===== src/rtl/instr_stream_loader.sv =====
// instr_stream_loader
// Accepts RV32 instruction field bundles over a valid/ready handshake,
// encodes them as R/I/L/S/B-format words and writes them sequentially
// into instruction memory, one word per WRITE cycle.
//
// Optional feature macro: LOADER_NOP_PAD_EN
//   When defined, finish pads the remaining memory with NOPs
//   (addi x0,x0,0) before the loader reports done.
//
// All outputs come straight from flops; the next-state logic below
// computes every registered value, including inReady, from the next state.
module instr_stream_loader #(
    parameter int DEPTH  = 64,
    parameter int ADDR_W = 6
) (
    input  logic              clk,
    input  logic              rst_n,
    input  logic              clear,
    input  logic              inValid,
    output logic              inReady,
    input  logic [2:0]        fmt,
    input  logic [4:0]        rd,
    input  logic [4:0]        rs1,
    input  logic [4:0]        rs2,
    input  logic [2:0]        funct3,
    input  logic [6:0]        funct7,
    input  logic [12:0]       imm,
    input  logic              finish,
    output logic              memWe,
    output logic [ADDR_W-1:0] memAddr,
    output logic [31:0]       memWdata,
    output logic [ADDR_W:0]   count,
    output logic              full,
    output logic              done,
    output logic              err
);

`ifdef LOADER_NOP_PAD_EN
    typedef enum logic [1:0] {
        ST_IDLE  = 2'd0,
        ST_WRITE = 2'd1,
        ST_PAD   = 2'd2,
        ST_DONE  = 2'd3
    } state_t;
`else
    typedef enum logic [1:0] {
        ST_IDLE  = 2'd0,
        ST_WRITE = 2'd1,
        ST_DONE  = 2'd3
    } state_t;
`endif

    localparam logic [ADDR_W:0] DEPTH_C  = (ADDR_W + 1)'(DEPTH);
    localparam logic [ADDR_W:0] ZERO_C   = {(ADDR_W + 1){1'b0}};
    localparam logic [ADDR_W:0] ONE_C    = {{ADDR_W{1'b0}}, 1'b1};
    localparam logic [31:0]     NOP_WORD = 32'h0000_0013;

    localparam logic [6:0] OP_R = 7'b0110011;
    localparam logic [6:0] OP_I = 7'b0010011;
    localparam logic [6:0] OP_L = 7'b0000011;
    localparam logic [6:0] OP_S = 7'b0100011;
    localparam logic [6:0] OP_B = 7'b1100011;

    // Only format codes 0..4 map to an encoding.
    function automatic logic fmt_legal(input logic [2:0] f);
        logic ok;
        case (f)
            3'd0, 3'd1, 3'd2, 3'd3, 3'd4: ok = 1'b1;
            default:                      ok = 1'b0;
        endcase
        return ok;
    endfunction

    // Packs the field bundle into an RV32 word; B drops imm[0].
    function automatic logic [31:0] encode_word(
        input logic [2:0]  f,
        input logic [4:0]  f_rd,
        input logic [4:0]  f_rs1,
        input logic [4:0]  f_rs2,
        input logic [2:0]  f_f3,
        input logic [6:0]  f_f7,
        input logic [12:0] f_imm
    );
        logic [31:0] w;
        case (f)
            3'd0:    w = {f_f7, f_rs2, f_rs1, f_f3, f_rd, OP_R};
            3'd1:    w = {f_imm[11:0], f_rs1, f_f3, f_rd, OP_I};
            3'd2:    w = {f_imm[11:0], f_rs1, f_f3, f_rd, OP_L};
            3'd3:    w = {f_imm[11:5], f_rs2, f_rs1, f_f3, f_imm[4:0], OP_S};
            3'd4:    w = {f_imm[12], f_imm[10:5], f_rs2, f_rs1, f_f3,
                          f_imm[4:1], f_imm[11], OP_B};
            default: w = 32'h0000_0000;
        endcase
        return w;
    endfunction

    state_t            state_r, state_s;
    logic [ADDR_W:0]   count_r, count_s;
    logic [31:0]       word_r, word_s;
    logic              we_r, we_s;
    logic              err_r, err_s;
    logic              done_r, done_s;
    logic              full_r, full_s;
    logic              ready_r, ready_s;

    // Next-state logic: clear wins, then handshake, then finish.
    always_comb begin
        state_s = state_r;
        count_s = count_r;
        word_s  = word_r;
        we_s    = 1'b0;
        err_s   = err_r;
        if (clear) begin
            state_s = ST_IDLE;
            count_s = ZERO_C;
            err_s   = 1'b0;
        end else begin
            case (state_r)
                ST_IDLE: begin
                    if (inValid && ready_r) begin
                        if (fmt_legal(fmt)) begin
                            word_s  = encode_word(fmt, rd, rs1, rs2, funct3, funct7, imm);
                            we_s    = 1'b1;
                            state_s = ST_WRITE;
                        end else begin
                            // Bundle is consumed but dropped.
                            err_s   = 1'b1;
                            state_s = ST_IDLE;
                        end
                    end else if (finish) begin
`ifdef LOADER_NOP_PAD_EN
                        if (count_r != DEPTH_C) begin
                            word_s  = NOP_WORD;
                            we_s    = 1'b1;
                            state_s = ST_PAD;
                        end else begin
                            state_s = ST_DONE;
                        end
`else
                        state_s = ST_DONE;
`endif
                    end else begin
                        state_s = ST_IDLE;
                    end
                end
                ST_WRITE: begin
                    count_s = count_r + ONE_C;
                    state_s = ST_IDLE;
                end
`ifdef LOADER_NOP_PAD_EN
                ST_PAD: begin
                    count_s = count_r + ONE_C;
                    if (count_s == DEPTH_C) begin
                        state_s = ST_DONE;
                    end else begin
                        we_s    = 1'b1;
                        state_s = ST_PAD;
                    end
                end
`endif
                ST_DONE: begin
                    state_s = ST_DONE;
                end
                default: begin
                    state_s = ST_IDLE;
                end
            endcase
        end
        ready_s = (state_s == ST_IDLE) && (count_s != DEPTH_C);
        full_s  = (count_s == DEPTH_C);
        done_s  = (state_s == ST_DONE);
    end

    // State and output registers; reset drops the write strobe at once.
    always_ff @(posedge clk or negedge rst_n) begin
        if (!rst_n) begin
            state_r <= ST_IDLE;
            count_r <= ZERO_C;
            word_r  <= 32'h0000_0000;
            we_r    <= 1'b0;
            err_r   <= 1'b0;
            done_r  <= 1'b0;
            full_r  <= 1'b0;
            ready_r <= 1'b0;
        end else begin
            state_r <= state_s;
            count_r <= count_s;
            word_r  <= word_s;
            we_r    <= we_s;
            err_r   <= err_s;
            done_r  <= done_s;
            full_r  <= full_s;
            ready_r <= ready_s;
        end
    end

    assign inReady  = ready_r;
    assign memWe    = we_r;
    assign memAddr  = count_r[ADDR_W-1:0];
    assign memWdata = word_r;
    assign count    = count_r;
    assign full     = full_r;
    assign done     = done_r;
    assign err      = err_r;

endmodule


===== config.mk =====
export PLATFORM = sky130hd
export DESIGN_NAME = instr_stream_loader
export DESIGN_NICKNAME = d
export VERILOG_FILES = /design/src/rtl/instr_stream_loader.sv
export SDC_FILE = /design/constraint.sdc
export NUM_CORES = 1
export LEC_CHECK = 0
export CAP_MARGIN = 20
export CORE_MARGIN = 4
export CORE_UTILIZATION = 39
export DETAILED_ROUTE_END_ITERATION = 8
export GPL_TIMING_DRIVEN = 0
export PLACE_DENSITY = 0.78
export SYNTH_ARGS = -nofsm -noshare
export SYNTH_HDL_FRONTEND = slang
export SYNTH_SLANG_ARGS = --single-unit

===== constraint.sdc =====
create_clock -name clk -period 2.68 [get_ports clk]
set_clock_uncertainty 0.15 [all_clocks]
set_input_delay 0.536 -clock clk [delete_from_list [all_inputs] [get_ports clk]]
set_output_delay 0.536 -clock clk [all_outputs]
set_load 0.02 [all_outputs]

* Word level (Yosys, flattened, before mapping) *
Cells that the tools add are included.

word-level totals
  latch bits = 0
  ROM bits = 0
  flip-flop bits (word level) = 46
  RAM bits = 0
  memories = 0
  output and inout port bits = 50
  bits of input ports = 46

operators by class
  shift operators = 0
  reductions and logical operators = 10
  equality and inequality tests = 10
  div/mod/pow operators = 0
  bitwise gates (word level) = 1
  add/sub/neg operators = 1
  multiplexer cells = 20
  $lt $le $gt $ge = 0
  multipliers = 0

operators with widths
  cell                 count
  $pmux 32 s5          1
  $mux 7               2
  $mux 1               13
  $add 7x1->7 const B  1
  $eq 7x7->1 const B   1
  $ne 7x7->1 const B   1
  $eq 3x2->1 const B   2
  $mux 2               3
  $reduce_or 5->1      1
  $eq 2x2->1 const B   2
  $logic_not 2->1      2
  $pmux 2 s2           1
  $reduce_and 4->1     1
  $reduce_bool 2->1    2
  $eq 3x1->1 const B   1
  $eq 3x3->1 const B   1
  $logic_not 3->1      1
  $reduce_and 3->1     1
  $eq 2x1->1 const B   1
  $logic_and 1x1->1    2
  $ne 2x2->1 const B   1
  $not 1->1            1

* Longest topological paths before layout *
Gate-level depths: netlist (run 1).

  depth in word-level cells = 12
  depth in mapped cells = 8
  gate-level depth less buffers = 6

* Least setup slack after synthesis (run 1) *
OpenSTA, ideal clock, no wires.

  path kind = reg2reg
  start point = register state_r[1]
  end point = register ready_r (netlist: inReady)
  period minus slack after synthesis = 1.849 ns
  cell stages (with the launch flop) = 8
  setup time = 0.132 ns
  setup slack = 0.831 ns
  arrival time = 1.567 ns
  path through = dfrtp_1 -> inv_1 -> ha_1 -> buf_6 -> and4_4 -> mux2_4 -> nor4_2 -> a21oi_1

on the way
  word-level cells in the longest chain between the ends = 5
  elaborated cells on any way between the ends = 10
  classes of those cells = 3 x eq/ne; 4 x mux; 3 x reduce/logical

RTL lines
  element                 RTL line  text
  from (decl)             97        state_t state_r, state_s;
  from (signal assigned)  186       state_r <= state_s;
  $eq 2x1->1              118       case (state_r)
  $mux 7                  118
  $mux 7                  113       if (clear) begin
  named net count_s[3]    98        logic [ADDR_W:0] count_r, count_s;
  $ne 7x7->1              169       ready_s = (state_s == ST_IDLE) && (count_s != DEPTH_C);
  $logic_and 1x1->1       169
  named net ready_s       104       logic ready_r, ready_s;
  to (signal assigned)    193       ready_r <= ready_s;
  to (decl)               104

The timed path passes the listed nets, and every way through them passes these cells.
A chain may end at the register's enable or synchronous reset.

* Worst setup path after layout (run 1) *
  start point = register count_r[0] (netlist: count[0])
  end point = output memAddr[0]

RTL lines
  element                 RTL line  text
  from (decl)             98
  from (signal assigned)  187       count_r <= count_s;
  to (decl)               30        output logic [ADDR_W-1:0] memAddr,

No word-level cell between the ends.

==> results of run 1 <==
placed cells by master (no fill, tap or decap), types with 2 or more instances in the layout:
master	count
clkdlybuf4s50_1	90
dfrtp_1	43
nand2_1	15
inv_1	12
o21ai_0	12
nor2_1	11
buf_4	10
mux2_2	9
mux2i_1	9
clkbuf_8	7
nand3_1	5
buf_2	5
a222oi_1	5
nor2b_1	4
nor3_1	4
a21oi_1	4
a22oi_1	4
ha_1	4
nand2b_1	3
clkbuf_1	3
buf_6	3
xnor2_1	3
a31oi_1	2
xor2_1	2
and2_1	2
o31ai_1	2
nand3b_1	2
o22a_1	2
conb_1	2
state kept, by name (all words and copies together), names as in the netlist:
register	count
state_r	2
full	1
memWe	1
done	1
err	1
inReady	1
memWdata	29
count	7
layout make-up:
type | count | area, um2 | share of cell area
flip-flops and latches | 43 | 1080 | 0.329
repair buffers | 93 | 936 | 0.286
multi-input cells | 121 | 885 | 0.270
plain buffers | 20 | 140 | 0.0428
clock buffers | 7 | 96.3 | 0.0294
well taps | 70 | 87.6 | 0.0268
inverters | 12 | 45.0 | 0.0138
clock inverters | 1 | 7.51 | 0.00229
through the flow:
step | area, um2 | setup TNS, ns
after floorplan | 2150 | 0
after global placement | 3140 | -10.37
after detailed placement | 3160 | 0
after CTS | 3270 | 0
after global routing | 3270 | 0
final | 3270 | 0
cell families (layout without fill, tap and decap cells):
kind of cell | count (synthesis) | after routing | share of synthesized area
compound gates | 37 | 37 | 0.124
xor+xnor | 5 | 5 | 0.0204
fa+ha+maj | 4 | 4 | 0.0234
buf+inv | 32 | 133 | 0.0864
flops | 43 | 43 | 0.502
mux | 19 | 19 | 0.0964
other cells | 1 | 2 | 0.00175
simple gates | 54 | 54 | 0.145
worst min-delay path: stages (launching register included):
cell	delay, ns
dfrtp_1	0.34
nand2_1	0.04
o21ai_0	0.06
repair_timing:
action                                  CTS  global route
hold buffers                              1             0
endpoints found under the setup margin    0             0
endpoints found under the hold margin    13             0
routing by layer:
layer | vias up | part of all wire | wire (um) | global-route usage
met5 | - | 0 | 0 | 0
met3 | 2 | 0.072 | 384 | 0.0521
met1 | 836 | 0.41 | 2220 | 0.193
met2 | 65 | 0.51 | 2720 | 0.295
li1 | 865 | - | - | -
met4 | 0 | 0.0075 | 40 | 0.0548
report_power, final:
part	total [mW]	internal [mW]	switching [mW]	leakage, nW
Clock	0.452	0.234	0.217	0.0505
Combinational	0.928	0.478	0.451	0.840
Sequential	0.901	0.812	0.0893	0.546
worst max-delay path by stage:
stage | to | cells after the start
after global routing | memAddr[3] | 2
after global placement | memWdata[25] | 1
after detailed placement | memWdata[23] | 7
after floorplan | inReady | 7
after CTS | memAddr[3] | 2
final | memAddr[0] | 2
==> impl_metrics.prom, run 1 <==
# TYPE chip_impl_metric gauge
chip_impl_metric{name="start_util",unit=""} 0.412
chip_impl_info{name="crit_path_start_kind",value="flip-flop"} 1
chip_impl_metric{name="netlist-cell-type-count",unit=""} 42
chip_impl_info{name="critical_path.slowest_cell",value="clkdlybuf4s50_1"} 1
chip_impl_metric{name="area_delta_synth_final",unit="%"} 52.8
chip_impl_info{name="cpLargestDelayFamily",value="buffers and inverters"} 1
chip_impl_metric{name="grt_first_pass_wirelength",unit="mm"} 8.55
chip_impl_metric{name="vias",unit=""} 1768
chip_impl_metric{name="post_cts_resized",unit=""} 0
chip_impl_metric{name="synth.ff_latch_count",unit=""} 43
chip_impl_metric{name="cts_max_path_buffers",unit=""} 2
chip_impl_info{name="status",value="complete, no violations"} 1
chip_impl_metric{name="syn-mean-instance-area",unit="um2"} 11.0
chip_impl_metric{name="grt_max_degree",unit=""} 31
chip_impl_metric{name="max_stage_delay",unit="ns"} 0.60
chip_impl_metric{name="design_power",unit="mW"} 2.28
chip_impl_info{name="hold-path-endpoint",value="memWdata[29]"} 1
chip_impl_metric{name="crit_path_max_fanout",unit=""} 7
chip_impl_info{name="synth.largest_area_cell",value="dfrtp_1"} 1
chip_impl_info{name="grt_setup_unrepaired",value="false"} 1
chip_impl_info{name="worstReg2RegEnd",value="memWdata[23]"} 1
chip_impl_metric{name="number_of_enable_flip_flop_cells_after_synthesis",unit=""} 0
chip_impl_metric{name="cellLeakagePower",unit="nW"} 1.44
chip_impl_metric{name="grt_overall_usage",unit=""} 0.167
chip_impl_metric{name="drt_drc_violations_left",unit=""} 0
chip_impl_info{name="post-synth-top-count-cell",value="dfrtp_1"} 1
chip_impl_metric{name="avgRoutedWirePerCell",unit="um"} 14.6
chip_impl_metric{name="fp.dieH",unit="um"} 82.1
chip_impl_info{name="hold_path_startpoint",value="memWdata[29]"} 1
chip_impl_info{name="critical_path.startpoint",value="count[0]"} 1
chip_impl_metric{name="fin_crit_sh",unit=""} 0.814
chip_impl_metric{name="first_iter_violations",unit=""} 92
chip_impl_metric{name="setup-violations-final",unit=""} 0
chip_impl_info{name="timing.critical_path.to_type",value="output port"} 1
chip_impl_info{name="clock_tree_from_tritoncts",value="yes"} 1
chip_impl_metric{name="rows",unit=""} 26
chip_impl_metric{name="h-tree-depth",unit=""} 2
chip_impl_metric{name="final_layout_size_suffix_gt1_frac",unit=""} 0.155
chip_impl_metric{name="grt_pass1_vias",unit=""} 1834
chip_impl_metric{name="timing.reg2reg.worst_path_depth",unit=""} 8
chip_impl_metric{name="synth_seq_area_share",unit=""} 0.502
chip_impl_metric{name="async_reset_ff_frac",unit=""} 1.00
chip_impl_metric{name="cts-buffers-inserted",unit=""} 5
chip_impl_metric{name="transition_time_at_the_pin_with_the_least_slew_margin",unit="ns"} 0.592
chip_impl_info{name="path_cells",value="buf_4 -> clkdlybuf4s50_1"} 1
chip_impl_metric{name="final_cell_count_no_fill",unit=""} 367
chip_impl_metric{name="die_area",unit="um2"} 6740
chip_impl_metric{name="cap_violations",unit=""} 0
chip_impl_info{name="synth.area.top_cells",value="dfrtp_1 50%, mux2_2 4.7%, mux2i_1 4.2%"} 1
chip_impl_metric{name="viasPerCell",unit=""} 4.82
chip_impl_metric{name="port_buffers",unit=""} 91
chip_impl_metric{name="nFillCells",unit=""} 446
chip_impl_info{name="worst_hold_path_type",value="flip-flop to flip-flop"} 1
chip_impl_metric{name="die-width",unit="um"} 82.1
chip_impl_metric{name="place_inst",unit=""} 358
chip_impl_metric{name="postLayoutCoreUtil",unit=""} 0.629
chip_impl_metric{name="fraction_of_synthesized_cell_area_taken_by_the_top_area_cell_type",unit=""} 0.502
chip_impl_metric{name="worst_skew_pair.late_latency",unit="ns"} 0.29
chip_impl_metric{name="clk_pin_slew",unit="ns"} 0.08
chip_impl_metric{name="pin_count",unit=""} 96
chip_impl_metric{name="post-route-min-period",unit="ns"} 2.18
chip_impl_metric{name="max_slew_headroom",unit=""} 0.602
chip_impl_info{name="master_cell_of_the_clock_root_buffer",value="clkbuf_8"} 1
chip_impl_info{name="setup.worst_path.class",value="flip-flop to output port"} 1
chip_impl_info{name="synth.top_cells.by_count",value="43 x dfrtp_1, 15 x nand2_1, 12 x inv_1, 12 x o21ai_0, 11 x nor2_1"} 1
chip_impl_metric{name="hold-path-cell-count",unit=""} 2
chip_impl_metric{name="syn-cell-area",unit="um2"} 2140
chip_impl_metric{name="power_density",unit="nW/um2"} 697
chip_impl_metric{name="critPathBufInv",unit=""} 2
chip_impl_metric{name="timing.critical_path.arrival",unit="ns"} 1.50
chip_impl_metric{name="post_synth_inst_count",unit=""} 195
chip_impl_metric{name="antenna_cells",unit=""} 0
chip_impl_metric{name="fin_nets",unit=""} 346
chip_impl_metric{name="post-cts-setup-buffers",unit=""} 0
chip_impl_metric{name="rrSetupSlack",unit="ns"} 0.68
chip_impl_metric{name="core_area",unit="um2"} 5200
chip_impl_metric{name="placement.setup.worst_slack",unit="ns"} 0.212
chip_impl_metric{name="maxSlewViolCount",unit=""} 0
chip_impl_metric{name="clock_sinks",unit=""} 43
chip_impl_metric{name="routed_wl",unit="mm"} 5.36
chip_impl_metric{name="holdWs",unit="ns"} 0.329
chip_impl_metric{name="final_hold_viol_count",unit=""} 0
chip_impl_info{name="reg2reg_from",value="state_r[1]"} 1
chip_impl_metric{name="grt-ovfl-total",unit=""} 0
chip_impl_metric{name="dpl.hpwl",unit="mm"} 4.24
chip_impl_metric{name="worst_ir_drop_vdd",unit="V"} 0.000401
chip_impl_metric{name="antenna_found_initial",unit=""} 0
chip_impl_metric{name="postLayoutSetupSlackWorst",unit="ns"} 0.499
chip_impl_metric{name="number_of_synthesis_warnings",unit=""} 0
chip_impl_metric{name="required",unit="ns"} 1.99
chip_impl_metric{name="detail-route-antenna-nets",unit=""} 0
chip_impl_metric{name="clock.fmax",unit="MHz"} 458
chip_impl_metric{name="place_congestion",unit=""} 0.772
chip_impl_info{name="synthFlopType",value="dfrtp_1"} 1
chip_impl_metric{name="drt_first_pass_iters",unit=""} 4
No activity file was read; power rests on OpenSTA's default activity.
==> run 2, diff against run 1 <==
CORE_UTILIZATION = 38   (was 39)
PLACE_DENSITY = 0.79   (was 0.78)
clock period = 1.78 ns   (was 2.68 ns; I/O delays follow)
==> impl_metrics.prom, run 2 (synthesis gave the netlist of run 1 again) <==
# TYPE chip_impl_metric gauge
chip_impl_metric{name="postLayoutSetupSlackWorst",unit="ns"} -0.0692
chip_impl_metric{name="fp.dieH",unit="um"} 83.1
chip_impl_info{name="clock_tree_from_tritoncts",value="yes"} 1
chip_impl_info{name="critPathCapture",value="inReady"} 1
chip_impl_info{name="master_cell_of_the_clock_root_buffer",value="clkbuf_8"} 1
chip_impl_metric{name="place_congestion",unit=""} 0.770
chip_impl_metric{name="intPower",unit="mW"} 2.24
chip_impl_metric{name="grtUsageMet3",unit=""} 0.0605
chip_impl_metric{name="start_util",unit=""} 0.391
chip_impl_metric{name="power.share.sequential",unit=""} 0.400
chip_impl_metric{name="rows",unit=""} 27
chip_impl_metric{name="setup-violations-final",unit=""} 13
chip_impl_metric{name="nFillCells",unit=""} 466
chip_impl_metric{name="grt_util_met1",unit=""} 0.209
chip_impl_metric{name="antenna_found_initial",unit=""} 1
chip_impl_metric{name="cts-buffers-inserted",unit=""} 5
chip_impl_metric{name="final_layout_size_suffix_gt1_frac",unit=""} 0.244
chip_impl_metric{name="viasPerCell",unit=""} 4.87
chip_impl_metric{name="power_density",unit="nW/um2"} 962
chip_impl_metric{name="total_switching_power",unit="mW"} 1.15
chip_impl_metric{name="avgRoutedWirePerCell",unit="um"} 14.6
chip_impl_metric{name="place_inst",unit=""} 360
chip_impl_metric{name="maxSlewViolCount",unit=""} 0
chip_impl_metric{name="dpl.hpwl",unit="mm"} 4.05
chip_impl_metric{name="setup-tns-final",unit="ns"} -0.453
chip_impl_metric{name="netSwitchingFraction",unit=""} 0.339
chip_impl_info{name="grt_setup_unrepaired",value="true"} 1
chip_impl_metric{name="crit_path_max_fanout",unit=""} 3
chip_impl_metric{name="share_clk_of_total_power",unit=""} 0.184
chip_impl_info{name="timing.critical_path.to_type",value="flip-flop"} 1
chip_impl_metric{name="antenna_cells",unit=""} 0
chip_impl_metric{name="cellLeakagePower",unit="nW"} 1.89
chip_impl_metric{name="worst_skew_pair.late_latency",unit="ns"} 0.29
chip_impl_metric{name="core_area",unit="um2"} 5470
chip_impl_metric{name="die-width",unit="um"} 83.1
chip_impl_metric{name="grt-ovfl-total",unit=""} 0
chip_impl_info{name="crit_path_start_kind",value="flip-flop"} 1
chip_impl_info{name="worst_hold_path_type",value="input port to flip-flop"} 1
chip_impl_metric{name="vias",unit=""} 1871
chip_impl_info{name="grt_busiest_layer",value="met2"} 1
chip_impl_metric{name="max_slew_headroom",unit=""} 0.627
chip_impl_metric{name="grt_max_degree",unit=""} 23
chip_impl_metric{name="timing.reg2reg.worst_path_depth",unit=""} 7
chip_impl_info{name="most-common-layout-cells",value="43 x clkdlybuf4s50_1, 39 x dfrtp_1, 23 x buf_4, 23 x dlygate4sd2_1, 23 x dlymetal6s2s_1"} 1
chip_impl_metric{name="final_hold_viol_count",unit=""} 0
chip_impl_metric{name="port_buffers",unit=""} 91
chip_impl_metric{name="logic_gate_share_of_total_power",unit=""} 0.417
chip_impl_metric{name="postLayoutCoreUtil",unit=""} 0.643
chip_impl_info{name="reg2reg_from",value="state_r[1]"} 1
chip_impl_metric{name="clk_pin_slew",unit="ns"} 0.08
chip_impl_metric{name="die_area",unit="um2"} 6900
chip_impl_metric{name="first_iter_violations",unit=""} 88
chip_impl_metric{name="post-route-min-period",unit="ns"} 1.85
chip_impl_metric{name="fin_crit_sh",unit=""} 1.04
chip_impl_metric{name="area_delta_synth_final",unit="%"} 64.4
chip_impl_metric{name="grt_first_pass_wirelength",unit="mm"} 9.43
chip_impl_metric{name="largest_register_ff_count",unit=""} 29
chip_impl_metric{name="holdWs",unit="ns"} 0.198
chip_impl_info{name="worstReg2RegEnd",value="inReady"} 1
chip_impl_metric{name="cts_max_path_buffers",unit=""} 2
chip_impl_metric{name="worst_ir_drop_vdd",unit="V"} 0.000576
chip_impl_metric{name="timing.critical_path.arrival",unit="ns"} 1.87
chip_impl_info{name="violated_checks",value="negative setup slack"} 1
chip_impl_metric{name="final_cell_count_no_fill",unit=""} 384
chip_impl_metric{name="drt_drc_violations_left",unit=""} 0
chip_impl_metric{name="pin_count",unit=""} 96
chip_impl_info{name="setup.worst_path.class",value="flip-flop to flip-flop"} 1
chip_impl_info{name="status",value="finished with violations"} 1
chip_impl_metric{name="rrSetupSlack",unit="ns"} -0.07
chip_impl_metric{name="h-tree-depth",unit=""} 2
chip_impl_metric{name="clock_sinks",unit=""} 43
chip_impl_metric{name="globalRouteMet2Util",unit=""} 0.272
chip_impl_metric{name="required",unit="ns"} 1.80
chip_impl_metric{name="grt_pass1_vias",unit=""} 1868
chip_impl_metric{name="fin_nets",unit=""} 362
chip_impl_metric{name="detail-route-antenna-nets",unit=""} 0
chip_impl_metric{name="transition_time_at_the_pin_with_the_least_slew_margin",unit="ns"} 0.559
chip_impl_metric{name="cap_violations",unit=""} 0
chip_impl_info{name="critical_path.startpoint",value="state_r[1]"} 1
chip_impl_info{name="most_common_cell_after_layout_fill_and_taps_aside",value="clkdlybuf4s50_1"} 1
chip_impl_metric{name="clock.fmax",unit="MHz"} 541
chip_impl_metric{name="drt_first_pass_iters",unit=""} 4
chip_impl_metric{name="routed_wl",unit="mm"} 5.59
chip_impl_metric{name="grt_overall_usage",unit=""} 0.167
run 2: changes by cell type in the layout (fill, tap and decap cells not counted), sizes merged:
cell / delta
dlymetal6s2s: +23
clkinv: +1
clkinvlp: -1
dlygate4sd2: +23
clkdlybuf4s50: -47
clkbuf: -2
buf: +18
run 2: repair_timing:
action / CTS / global route
hold buffers: 1 / 0
setup endpoints to repair: 50 / 45
gates resized for setup: 42 / 34
endpoints found under the hold margin: 21 / 0
pin swaps: 4 / 5
buffers inserted: 14 / 3
cloned: 0 / 0
run 2: power groups by stage:
| stage | sequential (mW) | clock, mW | combinational, mW |
|---|---|---|---|
| final | 1.35 | 0.622 | 1.41 |
| after floorplan | 1.68 | 0 | 0.381 |
| after CTS | 1.36 | 0.647 | 1.44 |
| after global placement | 1.37 | 0 | 1.38 |
| after detailed placement | 1.38 | 0 | 1.41 |
| after global routing | 1.39 | 0.695 | 1.53 |
run 2: metrics by stage:
| step | total power [mW] | setup WS (ns) | area (um2) |
|---|---|---|---|
| global route | 3.61 | -0.188 | 3520 |
| floorplan | 2.06 | -0.0370 | 2150 |
| detailed placement | 2.79 | -0.526 | 3170 |
| CTS | 3.45 | -0.0929 | 3410 |
| finish | 3.39 | -0.0692 | 3520 |
| global placement | 2.75 | -1.12 | 3150 |
run 2: worst min path at each step:
stage | startpoint | to | slack, ns | cells after the start
after detailed placement | rst_n | memWdata[31] | 0.23 | 1
after global placement | memWdata[4] | memWdata[4] | 0.31 | 2
after floorplan | rst_n | count[0] | -0.09 | 0
after global routing | fmt[1] | memWdata[4] | 0.19 | 2
after CTS | fmt[1] | memWdata[4] | 0.20 | 2
final | fmt[1] | memWdata[4] | 0.20 | 2
run 2: metal layers:
metal | part of all wire | vias up
li1 | - | 894
met1 | 0.42 | 893
met2 | 0.48 | 70
met3 | 0.075 | 12
met4 | 0.015 | 2
met5 | 0.0013 | -
run 2: area by class of cell:
| cell class | instances | area (um2) | share of cell area |
|---|---|---|---|
| clock buffer | 6 | 82.6 | 0.0235 |
| timing repair buffer | 110 | 1120 | 0.319 |
| tap | 72 | 90.1 | 0.0256 |
| sequential | 43 | 1080 | 0.307 |
| buffer | 19 | 144 | 0.0409 |
| multi-input combinational | 121 | 948 | 0.269 |
| inverter | 12 | 45.0 | 0.0128 |
| clock inverter | 1 | 5.00 | 0.00142 |
run 2: worst max-delay path, cell delays in order, from the launching register on:
cell and delay (ns):
dfrtp_1 0.40, inv_2 0.09, ha_4 0.13, buf_6 0.09, and4_4 0.23, mux2_4 0.32, nor4_4 0.23, a21oi_1 0.10
==> run 3, diff against run 2 <==
CORE_UTILIZATION = 39   (was 38)
PLACE_DENSITY = 0.78   (was 0.79)
clock period = 2.2 ns   (was 1.78 ns; I/O delays follow)
==> results of run 3 <==
The final DEF is identical to that of run 1. Status: complete, no violations.
Main changes from that run: setup slack after placement 0.212 ns -> -0.172 ns; setup slack after layout 0.499 ns -> 0.115 ns; hold slack 0.329 ns -> 0.301 ns; register-to-register setup slack 0.68 ns -> 0.20 ns; end point of the worst hold path memWdata[29] -> memWdata[4]; total power 2.28 mW -> 2.78 mW; worst IR drop on VDD 0.000401 V -> 0.000488 V
